==> src/rtl/fdiv_share_arb.sv <==
// Round-robin arbiter sharing one FP divider between two cores: grant, start, wait, respond.
// Optional hung-divider watchdog enabled by defining FDIV_ARB_TIMEOUT_EN.
module fdiv_share_arb #(
   parameter int TIMEOUT_CYC = 40
) (
   input  logic        in_Clk,
   input  logic        in_Rst_N,
   input  logic        in_c0_req,
   input  logic        in_c1_req,
   input  logic [31:0] in_c0_a,
   input  logic [31:0] in_c0_b,
   input  logic [31:0] in_c1_a,
   input  logic [31:0] in_c1_b,
   input  logic        in_c0_flush,
   input  logic        in_c1_flush,
   output logic        out_c0_gnt,
   output logic        out_c1_gnt,
   output logic        out_c0_busy,
   output logic        out_c1_busy,
   output logic        out_c0_done,
   output logic        out_c1_done,
   output logic [31:0] out_result,
   output logic        out_err,
   output logic        out_div_start,
   output logic [31:0] out_div_a,
   output logic [31:0] out_div_b,
   input  logic        in_div_done,
   input  logic [31:0] in_div_result
);

   typedef enum logic [1:0] {S_IDLE, S_WAIT, S_RESP} state_t;

   localparam logic [31:0] CANON_NAN = 32'h7FC0_0000;

   state_t      state;
   logic        owner, rr_ptr, killed;
   logic [1:0]  gnt, busy, done;
   logic [1:0]  flush_v, req_ok;
   logic        pick, own_flush;
   logic [1:0]  own_onehot;

   assign flush_v    = {in_c1_flush, in_c0_flush};
   assign req_ok     = {in_c1_req, in_c0_req} & ~flush_v;
   assign pick       = (&req_ok) ? rr_ptr : req_ok[1];
   assign own_flush  = flush_v[owner];
   assign own_onehot = owner ? 2'b10 : 2'b01;

   assign out_c0_gnt  = gnt[0];
   assign out_c1_gnt  = gnt[1];
   assign out_c0_busy = busy[0];
   assign out_c1_busy = busy[1];
   assign out_c0_done = done[0];
   assign out_c1_done = done[1];

   if (TIMEOUT_CYC < 1) begin : g_bad_timeout
   end

`ifdef FDIV_ARB_TIMEOUT_EN
   localparam int WDW = $clog2(TIMEOUT_CYC + 1);
   logic [WDW-1:0] wd_cnt;
   logic           err_q;
   assign out_err = err_q;
`else
   assign out_err = 1'b0;
`endif

   always_ff @(posedge in_Clk) begin
      if (!in_Rst_N) begin
         state         <= S_IDLE;
         owner         <= 1'b0;
         rr_ptr        <= 1'b0;
         killed        <= 1'b0;
         gnt           <= '0;
         busy          <= '0;
         done          <= '0;
         out_result    <= '0;
         out_div_start <= 1'b0;
         out_div_a     <= '0;
         out_div_b     <= '0;
`ifdef FDIV_ARB_TIMEOUT_EN
         wd_cnt        <= '0;
         err_q         <= 1'b0;
`endif
      end else begin
         gnt           <= '0;
         done          <= '0;
         out_div_start <= 1'b0;
`ifdef FDIV_ARB_TIMEOUT_EN
         err_q         <= 1'b0;
`endif
         case (state)
            S_IDLE: begin
               if (|req_ok) begin
                  owner         <= pick;
                  rr_ptr        <= ~pick;
                  killed        <= 1'b0;
                  gnt           <= pick ? 2'b10 : 2'b01;
                  busy          <= pick ? 2'b10 : 2'b01;
                  out_div_start <= 1'b1;
                  out_div_a     <= pick ? in_c1_a : in_c0_a;
                  out_div_b     <= pick ? in_c1_b : in_c0_b;
                  state         <= S_WAIT;
`ifdef FDIV_ARB_TIMEOUT_EN
                  wd_cnt        <= '0;
`endif
               end
            end
            S_WAIT: begin
               // The divider cannot be aborted; a flushed op still runs to completion silently.
               if (own_flush) killed <= 1'b1;
               if (in_div_done) begin
                  out_result <= in_div_result;
                  done       <= (killed || own_flush) ? 2'b00 : own_onehot;
                  state      <= S_RESP;
               end
`ifdef FDIV_ARB_TIMEOUT_EN
               else if (wd_cnt == WDW'(TIMEOUT_CYC - 1)) begin
                  out_result <= CANON_NAN;
                  err_q      <= 1'b1;
                  done       <= (killed || own_flush) ? 2'b00 : own_onehot;
                  state      <= S_RESP;
               end else begin
                  wd_cnt <= wd_cnt + 1'b1;
               end
`endif
            end
            S_RESP: begin
               busy  <= '0;
               state <= S_IDLE;
            end
            default: state <= S_IDLE;
         endcase
      end
   end

`ifndef FDIV_ARB_TIMEOUT_EN
   logic unused_nan;
   assign unused_nan = ^CANON_NAN;
`endif

endmodule

==> config.mk <==
export PLATFORM = sky130hd
export DESIGN_NAME = fdiv_share_arb
export DESIGN_NICKNAME = d
export VERILOG_FILES = /design/src/rtl/fdiv_share_arb.sv
export SDC_FILE = /design/constraint.sdc
export NUM_CORES = 1
export LEC_CHECK = 0
export ABC_AREA = 1
export CAP_MARGIN = 5
export CORE_MARGIN = 2
export CORE_UTILIZATION = 40
export DETAILED_ROUTE_END_ITERATION = 6
export MAX_ROUTING_LAYER = met4
export PLACE_DENSITY = 0.81
export SLEW_MARGIN = 15
export SYNTH_ARGS = -nofsm -noshare
export SYNTH_HDL_FRONTEND = slang
export SYNTH_SLANG_ARGS = --single-unit
==> constraint.sdc <==
create_clock -name in_Clk -period 1.7 [get_ports in_Clk]
set_clock_uncertainty 0.1 [all_clocks]
set_input_delay 0.34 -clock in_Clk [delete_from_list [all_inputs] [get_ports in_Clk]]
set_output_delay 0.34 -clock in_Clk [all_outputs]
set_load 0.05 [all_outputs]
==> results of run 1 <==
worst paths after layout:
path / from / to / slack (ns) / depth (start not counted)
setup reg to reg: state[1] / out_div_a[4] / 0.29 / 7
hold / removal: in_Rst_N / state[0] / 0.27 / 3
setup / recovery: in_c0_flush / out_div_a[9] / 0.15 / 9
hold reg to reg: owner / done[0] / 0.36 / 1
flip-flops by register name (all words and copies together), names as in the netlist:
register / count
busy: 2
out_div_a: 32
killed: 1
out_result: 32
out_div_start: 1
owner: 1
rr_ptr: 1
state: 2
out_div_b: 32
gnt: 2
done: 2
layer usage:
| layer | routed length, um | part of all wire | up-vias |
|---|---|---|---|
| li1 | - | - | 2968 |
| met1 | 6670 | 0.41 | 2529 |
| met2 | 8220 | 0.50 | 224 |
| met3 | 1110 | 0.068 | 25 |
| met4 | 347 | 0.021 | 0 |
| met5 | 0 | 0 | - |
power by group:
part | internal [mW] | switching [mW] | leakage (nW)
combinational | 0.972 | 1.45 | 2.72
sequential | 2.74 | 0.110 | 0.887
clock | 1.03 | 0.962 | 0.135
final cells by class:
class | count | area (um2) | share of cell area
clock buffers | 10 | 239 | 0.0288
well taps | 172 | 215 | 0.0260
inverters | 66 | 248 | 0.0299
clock inverters | 6 | 38.8 | 0.00468
multi-input cells | 541 | 2500 | 0.302
flip-flops and latches | 108 | 2160 | 0.261
repair buffers | 306 | 2880 | 0.348
cell usage in the layout, fill, tap and decap left out, drive strengths merged:
cell type	instances
nand4	12
dfxtp	108
clkdlybuf4s50	165
nand2	203
o22ai	1
clkbuf	10
clkinvlp	2
o21ai	7
nand3	122
buf	141
nor2	110
a21boi	52
clkinv	3
inv	67
a21oi	33
conb	1
worst min-delay path, stage by stage:
cell     delay, ns
buf_2         0.16
nand2_1       0.10
o21ai_0       0.07
cells by family after synthesis:
logic type / synth area share
simple gates: 0.358
other cells: 0.000710
buf+inv: 0.117
flops: 0.409
compound gates: 0.115
through the flow:
| step | util | setup slack [ns] | hold slack [ns] |
|---|---|---|---|
| floorplan | - | 0.411 | 0.323 |
| global placement | 0.627 | -0.196 | 0.348 |
| detailed placement | 0.627 | -0.198 | 0.353 |
| CTS | 0.649 | 0.154 | 0.258 |
| global route | 0.649 | 0.0356 | 0.303 |
| finish | 0.649 | 0.149 | 0.267 |
==> qor.csv, run 1 <==
stage;metric;value;unit
die;Core Area;0.0128;mm2
placed_design;GPL Wtd Cong;0.800;
clock_tree;Reg clk slew, reported paths;0.07;ns
drt;antenna-violating nets left;0;
yosys;asr flop ratio synth;0;
clock_tree;clk_lat worst skew;0.35;ns
placed_design;Port Buffers;269;
yosys;synthesized cell area;0.00528;mm2
die;die boundary height;119;um
yosys;Post-synth top cells;nand2_1, nand3_1, nor2_1;
die;Starting Density;0.413;
layout;share of cells above drive strength 1;0.164;
drt;Iteration-0 DRC Markers;323;
die;Ports;271;
global_route;Total GRT Usage;0.231;
drt;routed wire length;16.3;mm
drt;TritonRoute pass-1 iters;6;
critical_path;critical path's top delay family;buffers and inverters;
timing;fin. max-slew vios;0;
placed_design;dpl hpwl;12.0;mm
clock_tree;Setup Buffers After CTS;0;
power_and_ir_drop;peak supply drop;0.434;mV
timing;Achievable Freq;0.645;GHz
critical_path;CP endpoint kind;register;
power_and_ir_drop;Static Leak;3.74;nW
layout;area grow syn2layout;57.0;%
global_route;met1 GRT Util;0.273;
drt;via count;5746;
hold_path;hold crit path type;in -> reg;
critical_path;worst path buffer plus inverter count;3;
placed_design;cell area after placement;0.00801;mm2
clock_tree;clock sink count;108;
die;Die Span X;119;um
layout;Post-Layout Inst Area;0.00829;mm2
yosys;syn_area_per_cell;6.80;um2
critical_path;cell-by-cell trace of the critical path;clkdlybuf4s50_1 > inv_2 > nand2_2 > nand2_2 > nand2_2 > buf_4 > nand2_1 > nand2_1 > nor2_1;
global_route;GR Overflow Total;0;
timing;Final Hold Viols;0;
timing;setup TNS;0;ns
global_route;first-pass GRT wire length;25.7;mm
critical_path;largest stage delay on the critical path;0.50;ns
yosys;Yosys top cell by area;dfxtp_1;
drt;DRC;0;
clock_tree;Max clock buf depth;2;
global_route;met3 Use GR;0.0450;
run;Max Cap Violations;0;
critical_path;Setup crit start kind;input pin;
critical_path;CP Data Arrival Time;1.70;ns
clock_tree;CTS H-tree lvls;3;
status;status;finished clean;
clock_tree;TritonCTS clock tree;done;
yosys;Mapped Cells;776;
critical_path;Top cell by count, worst path;nand2_2;
layout;fin cells;1209;
timing;RSZ-0062 raised after global routing;false;
placed_design;cell count after placement;1193;
yosys;syn_nets;943;
clock_tree;Num CTS Buffers;9;
timing;final setup fails;0;
power_and_ir_drop;Power Density;876;mW/mm2
layout;Fillers;1138;
global_route;pin count of the biggest net entering global routing;52;
global_route;GRT Max-Usage Layer;met2;
critical_path;CP Class;in -> reg;
die;row count;41;
timing;fin crit share;0.913;
critical_path;Crit path required time;1.84;ns
timing;Final Critical Period;1.55;ns
critical_path;Max stage delay cell, worst path;clkdlybuf4s50_1;
clock_tree;post_cts resized;0;
drt;WL/cell;13.5;um
yosys;#FFs+latches synth;108;
power_and_ir_drop;Power Total;7.26;mW
yosys;EDFF count, synth;0;
global_route;vias in the first global route;5275;
yosys;post-synth cell types;22;
clock_tree;CTS Hold Buffers Added;0;
yosys;Syn. warnings;0;
drt;Vias/cell;4.75;
clock_tree;root buffer selected by CTS;clkbuf_16;
layout;ant diodes;0;
global_route;met2 Resource Use GR;0.393;
yosys;top cell type's share of synthesized area;0.409;
yosys;Seq/Total Area, Yosys;0.409;
yosys;main flop type after synthesis;dfxtp_1;
critical_path;worst-path fanout max;33;
die;DIE AREA;0.0141;mm2
yosys;Area contributors post-synth;dfxtp_1, nand2_1, nand3_1;
yosys;most frequent cell after synthesis;nand2_1;
layout;Final #Nets;1199;
global_route;initial antenna violation count;0;
Power figures use the tool's default switching activity.
==> inputs of run 2 (changes only) <==
- ABC_CLOCK_PERIOD_IN_PS: default -> 1700
==> results of run 2 <==
The final DEF is identical to that of run 1; final timing and power are the same.
